## config.mk

```make
export PLATFORM = sky130hd
export DESIGN_NAME = pulse_burst_sched
export DESIGN_NICKNAME = d
export VERILOG_FILES = /design/src/rtl/pulse_burst_sched_pkg.sv /design/src/rtl/pulse_burst_sched_rr_arbiter.sv /design/src/rtl/pulse_burst_sched.sv
export SDC_FILE = /design/constraint.sdc
export NUM_CORES = 1
export LEC_CHECK = 0
export BUFFER_PORTS_ARGS = -buffer_cell sky130_fd_sc_hd__buf_2
export CAP_MARGIN = 5
export CORE_AREA = 2 2 60 62
export CTS_CLUSTER_DIAMETER = 40
export CTS_CLUSTER_SIZE = 40
export DETAILED_ROUTE_END_ITERATION = 10
export DIE_AREA = 0 0 62 64
export GPL_ROUTABILITY_DRIVEN = 0
export GPL_TIMING_DRIVEN = 0
export PLACE_DENSITY = 0.8
export SYNTH_ARGS = -nofsm -noshare
export SYNTH_HDL_FRONTEND = slang
export SYNTH_SLANG_ARGS = --single-unit
```

## constraint.sdc

```tcl
create_clock -name clk -period 4.7 [get_ports clk]
set_input_delay 0.235 -clock clk [delete_from_list [all_inputs] [get_ports clk]]
set_output_delay 0.235 -clock clk [all_outputs]
set_load 0.02 [all_outputs]
```

## src/rtl/pulse_burst_sched_pkg.sv

```systemverilog
`default_nettype none
// ============================================================================
//  Module      : pulse_burst_sched_pkg
//  Description : Shared types and helpers for the pulse burst scheduler.
//  Revision    : 1.0 - initial release
// ============================================================================
package pulse_burst_sched_pkg;

   // Scheduler FSM states
   typedef enum logic [1:0] {
      IDLE  = 2'd0,
      GRANT = 2'd1,
      RUN   = 2'd2,
      GAP   = 2'd3
   } state_e;

   // A zero or over-range burst length means "longest burst"
   function automatic logic [31:0] clamp_len(input logic [31:0] raw,
                                             input logic [31:0] max_len);
      logic [31:0] res;
      res = raw;
      if (raw == 32'd0 || raw > max_len) begin
         res = max_len;
      end
      return res;
   endfunction

endpackage
`default_nettype wire

```

## src/rtl/pulse_burst_sched_rr_arbiter.sv

```systemverilog
`default_nettype none
// ============================================================================
//  Module      : pulse_burst_sched_rr_arbiter
//  Description : Combinational round-robin pick. Scans requesters starting at
//                ptr and wrapping, returns the first active one as one-hot
//                and as an encoded index.
//  Revision    : 1.0 - initial release
// ============================================================================
module pulse_burst_sched_rr_arbiter #(
   parameter int NUM_REQ = 4,
   parameter int IW      = $clog2(NUM_REQ)
)(
   input  logic [NUM_REQ-1:0] req,
   input  logic [IW-1:0]      ptr,
   output logic [NUM_REQ-1:0] winner_oh,
   output logic [IW-1:0]      winner_idx
);

   logic          found;
   logic [IW-1:0] k;

   // First active requester at or after ptr, wrapping around
   always_comb begin
      winner_oh  = '0;
      winner_idx = '0;
      found      = 1'b0;
      k          = '0;
      for (int i = 0; i < NUM_REQ; i++) begin
         k = IW'((int'(ptr) + i) % NUM_REQ);
         if (!found && req[k]) begin
            found         = 1'b1;
            winner_oh[k]  = 1'b1;
            winner_idx    = k;
         end
      end
   end

endmodule
`default_nettype wire

```

## src/rtl/pulse_burst_sched.sv

```systemverilog
`default_nettype none
// ============================================================================
//  Module      : pulse_burst_sched
//  Description : Round-robin scheduler sharing one pulse-burst engine among
//                NUM_REQ requesters. Grants one requester, runs a burst of the
//                latched length with a divided square wave, then holds an
//                idle gap before the next grant.
//                Optional feature macro: PULSE_BURST_SCHED_ABORT_EN adds an
//                abort input that ends a running burst early.
//  Revision    : 1.0 - initial release
// ============================================================================
module pulse_burst_sched
   import pulse_burst_sched_pkg::*;
#(
   parameter  int NUM_REQ       = 4,
   parameter  int COUNT_MAX_VAL = 16,
   parameter  int DIV_RATIO     = 4,
   parameter  int GAP_CYCLES    = 2,
   localparam int LW            = $clog2(COUNT_MAX_VAL + 1),
   localparam int IW            = $clog2(NUM_REQ)
)(
   input  logic                  clk,
   input  logic                  rstn,
`ifdef PULSE_BURST_SCHED_ABORT_EN
   input  logic                  abort,
`endif
   input  logic [NUM_REQ-1:0]    req,
   input  logic [NUM_REQ*LW-1:0] len,
   output logic [NUM_REQ-1:0]    gnt,
   output logic                  busy,
   output logic [IW-1:0]         owner,
   output logic                  out_pulse,
   output logic                  done
);

   // Gap counter only needs to reach GAP_CYCLES-1
   localparam int GW = (GAP_CYCLES > 1) ? $clog2(GAP_CYCLES) : 1;

   state_e               state, state_d;
   logic [LW-1:0]        count, count_d;
   logic [LW-1:0]        len_q, len_d;
   logic [GW-1:0]        gap_cnt, gap_d;
   logic [IW-1:0]        rr_ptr, rr_d;
   logic [IW-1:0]        owner_d;
   logic [NUM_REQ-1:0]   gnt_d;
   logic                 done_d;
   logic [NUM_REQ-1:0]   win_oh;
   logic [IW-1:0]        win_idx;
   logic [LW-1:0]        len_sel;
   logic                 abort_hit;

`ifdef PULSE_BURST_SCHED_ABORT_EN
   assign abort_hit = abort;
`else
   assign abort_hit = 1'b0;
`endif

   pulse_burst_sched_rr_arbiter #(
      .NUM_REQ (NUM_REQ),
      .IW      (IW)
   ) u_rr_arbiter (
      .req        (req),
      .ptr        (rr_ptr),
      .winner_oh  (win_oh),
      .winner_idx (win_idx)
   );

   // Select the granted requester's length field
   always_comb begin
      len_sel = '0;
      for (int i = 0; i < NUM_REQ; i++) begin
         if (owner == IW'(i)) begin
            len_sel = len[i*LW +: LW];
         end
      end
   end

   // Next-state and datapath update for the scheduler FSM
   always_comb begin
      state_d = state;
      count_d = count;
      len_d   = len_q;
      gap_d   = gap_cnt;
      rr_d    = rr_ptr;
      owner_d = owner;
      gnt_d   = '0;
      done_d  = 1'b0;
      case (state)
         IDLE: begin
            if (|req) begin
               state_d = GRANT;
               owner_d = win_idx;
               gnt_d   = win_oh;
            end
         end
         GRANT: begin
            len_d   = LW'(clamp_len(32'(len_sel), 32'(COUNT_MAX_VAL)));
            rr_d    = (owner == IW'(NUM_REQ - 1)) ? '0 : owner + IW'(1);
            count_d = '0;
            state_d = RUN;
         end
         RUN: begin
            if (count == len_q - LW'(1) || abort_hit) begin
               count_d = '0;
               gap_d   = '0;
               done_d  = 1'b1;
               state_d = (GAP_CYCLES == 0) ? IDLE : GAP;
            end else begin
               count_d = count + LW'(1);
            end
         end
         GAP: begin
            if (int'(gap_cnt) >= GAP_CYCLES - 1) begin
               state_d = IDLE;
            end else begin
               gap_d = gap_cnt + GW'(1);
            end
         end
         default: state_d = IDLE;
      endcase
   end

   // State and datapath registers, cleared asynchronously
   always_ff @(posedge clk or negedge rstn) begin
      if (!rstn) begin
         state   <= IDLE;
         count   <= '0;
         len_q   <= '0;
         gap_cnt <= '0;
         rr_ptr  <= '0;
         owner   <= '0;
         gnt     <= '0;
         done    <= 1'b0;
      end else begin
         state   <= state_d;
         count   <= count_d;
         len_q   <= len_d;
         gap_cnt <= gap_d;
         rr_ptr  <= rr_d;
         owner   <= owner_d;
         gnt     <= gnt_d;
         done    <= done_d;
      end
   end

   assign busy      = (state != IDLE);
   assign out_pulse = (state == RUN) && (((32'(count) / DIV_RATIO) % 2) == 1);

endmodule
`default_nettype wire

```

==> run summary <==
number of pins exceeding their max-slew limit in the final report -> 0
final hold vios -> 0
Mapped Area -> 0.00184 mm2
class of the tightest hold or removal check -> in2reg
Resized Gates After CTS -> 0
leakage power -> 0.934 nW
chip height -> 64 um
largest net degree at the start of global routing -> 23
overall die area -> 0.00397 mm2
share of Yosys cell area claimed by the top area cell type -> 0.299
Ant. Diodes -> 0
Iter 0 DRT Violations -> 93
Floorplan Core Area -> 0.00328 mm2
logic depth of the worst register-to-register path -> 10
setup repair after global routing missed its margin -> false
worst-case headroom to the max-slew limit -> 0.557
number of vias per cell -> 5.54
post-route antenna net violation count -> 0
Die Width -> 62 um
fraction of power consumed by combinational cells -> 0.671
routed length per placed instance -> 12.2 um
critical setup path kind -> reg2reg
multiplexer fraction of the synthesized cell area -> 0.0741
number of instances in the synthesized netlist -> 213
post-synth top area cell -> sky130_fd_sc_hd__dfrtp_1
final setup violation count -> 0
adder and majority cell fraction of the synthesized area -> 0.122
Max VDD drop -> 0.285 mV
total wire length -> 3610 um
Critical R2R Launch -> rr_ptr[0]
dominant cells by area after synthesis -> sky130_fd_sc_hd__dfrtp_1 30%, sky130_fd_sc_hd__ha_1 12%, sky130_fd_sc_hd__a21oi_1 5.2%, sky130_fd_sc_hd__inv_1 4.9%, sky130_fd_sc_hd__mux2i_1 4.4%
Critical path origin -> rr_ptr[0]
net switching power of the design -> 0.595 mW
Worst-Skew Late Latency -> 0.30 ns
Buffers on Ports -> 33
Vias -> 1640
synth-to-layout area growth -> 13.9%
Clock Root Buffer -> sky130_fd_sc_hd__clkbuf_4
largest fanout of any net on the critical path -> 10
FP Rows -> 21
boundary pin count -> 35
portion of the post-synthesis area used by sequential elements -> 0.299
register clock-pin slew on the reported worst setup and hold paths -> 0.11 ns
net count after synthesis -> 257
synthesized-area fraction occupied by and/or/nand/nor cells -> 0.167
internal power of the cells -> 0.645 mW
number of buffers created by CTS -> 3
switching share of total power -> 0.480
CTS sink cnt -> 22
Post-Route Setup TNS -> 0 ns
clock tree from TritonCTS -> built
area share of xor/xnor cells in the synthesized design -> 0.0286
flop2flop setup slack -> 1.37 ns
result of the run -> complete, no violations
residual DRC count -> 0
initial antenna violation count -> 0
CTS Buffer Depth -> 2
Crit Reg-Reg Endpoint -> owner[1]
initial standard-cell utilization of the core -> 0.560
max-capacitance violation count -> 0
WP data required -> 4.95 ns
Mapped Avg Cell Area -> 8.64 um2
number of global-route vias before repair -> 1553
Clock power frac -> 0.067
data arrival at the endpoint of the critical path -> 3.58 ns
number of distinct library cells after synthesis -> 42
Worst setup SP type -> flop
synthesized-area fraction occupied by ao, oa, aoi and oai cells -> 0.229
global-route usage over all layers -> 0.214
Power Density -> 592 mW/mm2
Critical Path End -> owner[1]
total global routing overflow -> 0
number of nets at the end of the flow -> 296
sequential share of power -> 0.262
main combinational cell family by area after synthesis -> compound AO/OA/AOI/OAI gates
final period demand of the worst path -> 3.33 ns
H-Tree Depth -> 1
category of the worst setup path capture point -> flop
first-pass GRT wire length -> 6560 um
#FFs+latches synth -> 22
Final Hold Slack -> 0.250 ns
detailed-placement wirelength estimate -> 2820 um
clock skew -> 0.00248 ns
fraction of final layout cells with drive strength greater than 1 -> 0.176
Yosys Warn Count -> 0
count of TritonRoute iterations in the first routing pass -> 6
slew at the pin closest to its max-slew limit -> 0.645 ns
Final period util -> 0.709
max frequency -> 300 MHz
Util after Layout -> 0.638
-- Yosys cell counts --
cell type / count
sky130_fd_sc_hd__ha_1: 18
sky130_fd_sc_hd__o21ai_0: 13
sky130_fd_sc_hd__nor3_1: 4
sky130_fd_sc_hd__nand3_1: 3
sky130_fd_sc_hd__a22oi_1: 1
sky130_fd_sc_hd__nor4_1: 2
sky130_fd_sc_hd__xnor2_1: 5
sky130_fd_sc_hd__mux2_2: 1
sky130_fd_sc_hd__o2111ai_1: 2
sky130_fd_sc_hd__o31a_1: 1
sky130_fd_sc_hd__a41oi_1: 1
sky130_fd_sc_hd__nand2b_1: 6
sky130_fd_sc_hd__o211ai_1: 2
sky130_fd_sc_hd__buf_2: 4
sky130_fd_sc_hd__o221ai_1: 1
sky130_fd_sc_hd__xor2_1: 1
sky130_fd_sc_hd__mux4_2: 2
sky130_fd_sc_hd__o32ai_1: 1
sky130_fd_sc_hd__mux2i_1: 8
sky130_fd_sc_hd__a21oi_1: 19
sky130_fd_sc_hd__o31ai_1: 1
sky130_fd_sc_hd__nor2_1: 10
sky130_fd_sc_hd__or3b_1: 1
sky130_fd_sc_hd__nor3b_1: 2
sky130_fd_sc_hd__inv_1: 24
sky130_fd_sc_hd__nand4_1: 1
sky130_fd_sc_hd__a32o_1: 4
sky130_fd_sc_hd__dfrtp_1: 22
sky130_fd_sc_hd__nor3_2: 1
sky130_fd_sc_hd__and4_1: 1
sky130_fd_sc_hd__or3_1: 1
sky130_fd_sc_hd__nand2_1: 10
sky130_fd_sc_hd__a32oi_1: 1
sky130_fd_sc_hd__a31oi_1: 4
sky130_fd_sc_hd__nor2b_1: 3
sky130_fd_sc_hd__clkbuf_1: 10
sky130_fd_sc_hd__o22ai_1: 7
sky130_fd_sc_hd__nand3b_1: 4
sky130_fd_sc_hd__and3b_1: 4
sky130_fd_sc_hd__a221o_1: 5
sky130_fd_sc_hd__o32a_1: 1
sky130_fd_sc_hd__or4_1: 1
-- worst min path at each step --
stage	start	endpoint	depth (start not counted)
floorplan	rstn	count[0]	0
global placement	rstn	gnt[0]	1
detailed placement	rstn	gnt[2]	1
CTS	len[18]	len_q[3]	3
global route	len[17]	len_q[2]	3
finish	len[18]	len_q[3]	3
-- worst max-delay path: stages, from the launching register on --
cell and delay (ns):
sky130_fd_sc_hd__dfrtp_1 0.42, sky130_fd_sc_hd__clkbuf_1 0.30, sky130_fd_sc_hd__clkbuf_1 0.36, sky130_fd_sc_hd__inv_1 0.21, sky130_fd_sc_hd__ha_1 0.32, sky130_fd_sc_hd__clkbuf_1 0.28
sky130_fd_sc_hd__mux4_2 0.66, sky130_fd_sc_hd__nor2b_1 0.30, sky130_fd_sc_hd__nand2b_1 0.13, sky130_fd_sc_hd__o2111ai_1 0.13, sky130_fd_sc_hd__a221o_1 0.17
-- power by group through the flow --
stage / logic [mW] / registers, mW / clock network [mW]
3_3_place_gp: 0.814 / 0.328 / 0
4_1_cts: 0.835 / 0.326 / 0.0849
3_5_place_dp: 0.829 / 0.330 / 0
5_1_grt: 0.961 / 0.339 / 0.0942
6_report: 0.832 / 0.325 / 0.0825
2_1_floorplan: 0.631 / 0.348 / 0
-- kinds of logic after synthesis --
family          after synthesis
simple gates                 54
xor+xnor                      6
fa+ha+maj                    18
compound gates               64
mux                          11
flops                        22
buf+inv                      38
-- per-layer routing --
metal / wire, um / part of all wire / up-vias / global-route usage
met2: 1640 / 0.46 / 38 / 0.332
met1: 1790 / 0.50 / 754 / 0.302
met3: 122 / 0.034 / 4 / 0.0243
met5: 0 / 0 / - / 0
li1: - / - / 844 / -
met4: 57 / 0.016 / 0 / 0.0745
-- final cells by class --
type	count	area (um2)
Inverter	24	90.1
Tap cell	46	57.6
Timing Repair Buffer	34	175
Buffer	14	57.6
Multi-Input combinational cell	153	1140
Sequential cell	22	551
Fill cell	294	1190
Clock buffer	3	22.5
-- sequential cells by signal, summed over array words and instances (netlist names) --
register and flops:
owner 2, state 2, count 5, gap_cnt 1
len_q 5, done 1, gnt 4, rr_ptr 2
-- layout by cell type (no fill, tap or decap), types with 6 or more instances in the layout --
| cell | Yosys | final |
|---|---|---|
| sky130_fd_sc_hd__buf_2 | 4 | 37 |
| sky130_fd_sc_hd__inv_1 | 24 | 24 |
| sky130_fd_sc_hd__dfrtp_1 | 22 | 22 |
| sky130_fd_sc_hd__a21oi_1 | 19 | 19 |
| sky130_fd_sc_hd__ha_1 | 18 | 18 |
| sky130_fd_sc_hd__o21ai_0 | 13 | 13 |
| sky130_fd_sc_hd__clkbuf_1 | 10 | 10 |
| sky130_fd_sc_hd__nand2_1 | 10 | 10 |
| sky130_fd_sc_hd__nor2_1 | 10 | 10 |
| sky130_fd_sc_hd__mux2i_1 | 8 | 8 |
| sky130_fd_sc_hd__o22ai_1 | 7 | 7 |
| sky130_fd_sc_hd__nand2b_1 | 6 | 6 |
-- metrics by stage --
| stage | power [mW] | cell area, um2 | cells | setup slack, ns |
|---|---|---|---|---|
| 2_1_floorplan | 0.979 | 1840 | 213 | 1.79 |
| 3_3_place_gp | 1.14 | 2060 | 292 | 1.42 |
| 3_5_place_dp | 1.16 | 2060 | 292 | 1.41 |
| 4_1_cts | 1.25 | 2090 | 296 | 1.38 |
| 5_1_grt | 1.39 | 2090 | 296 | 1.12 |
| 6_report | 1.24 | 2090 | 296 | 1.37 |
-- what timing repair did --
| action | CTS | global route |
|---|---|---|
| setup endpoints to repair | 0 | 0 |
| endpoints found under the hold margin | 22 | 0 |
| hold buffers | 1 | 0 |
| setup buffers | 0 | 0 |
No activity file was read; power rests on OpenSTA's default activity.
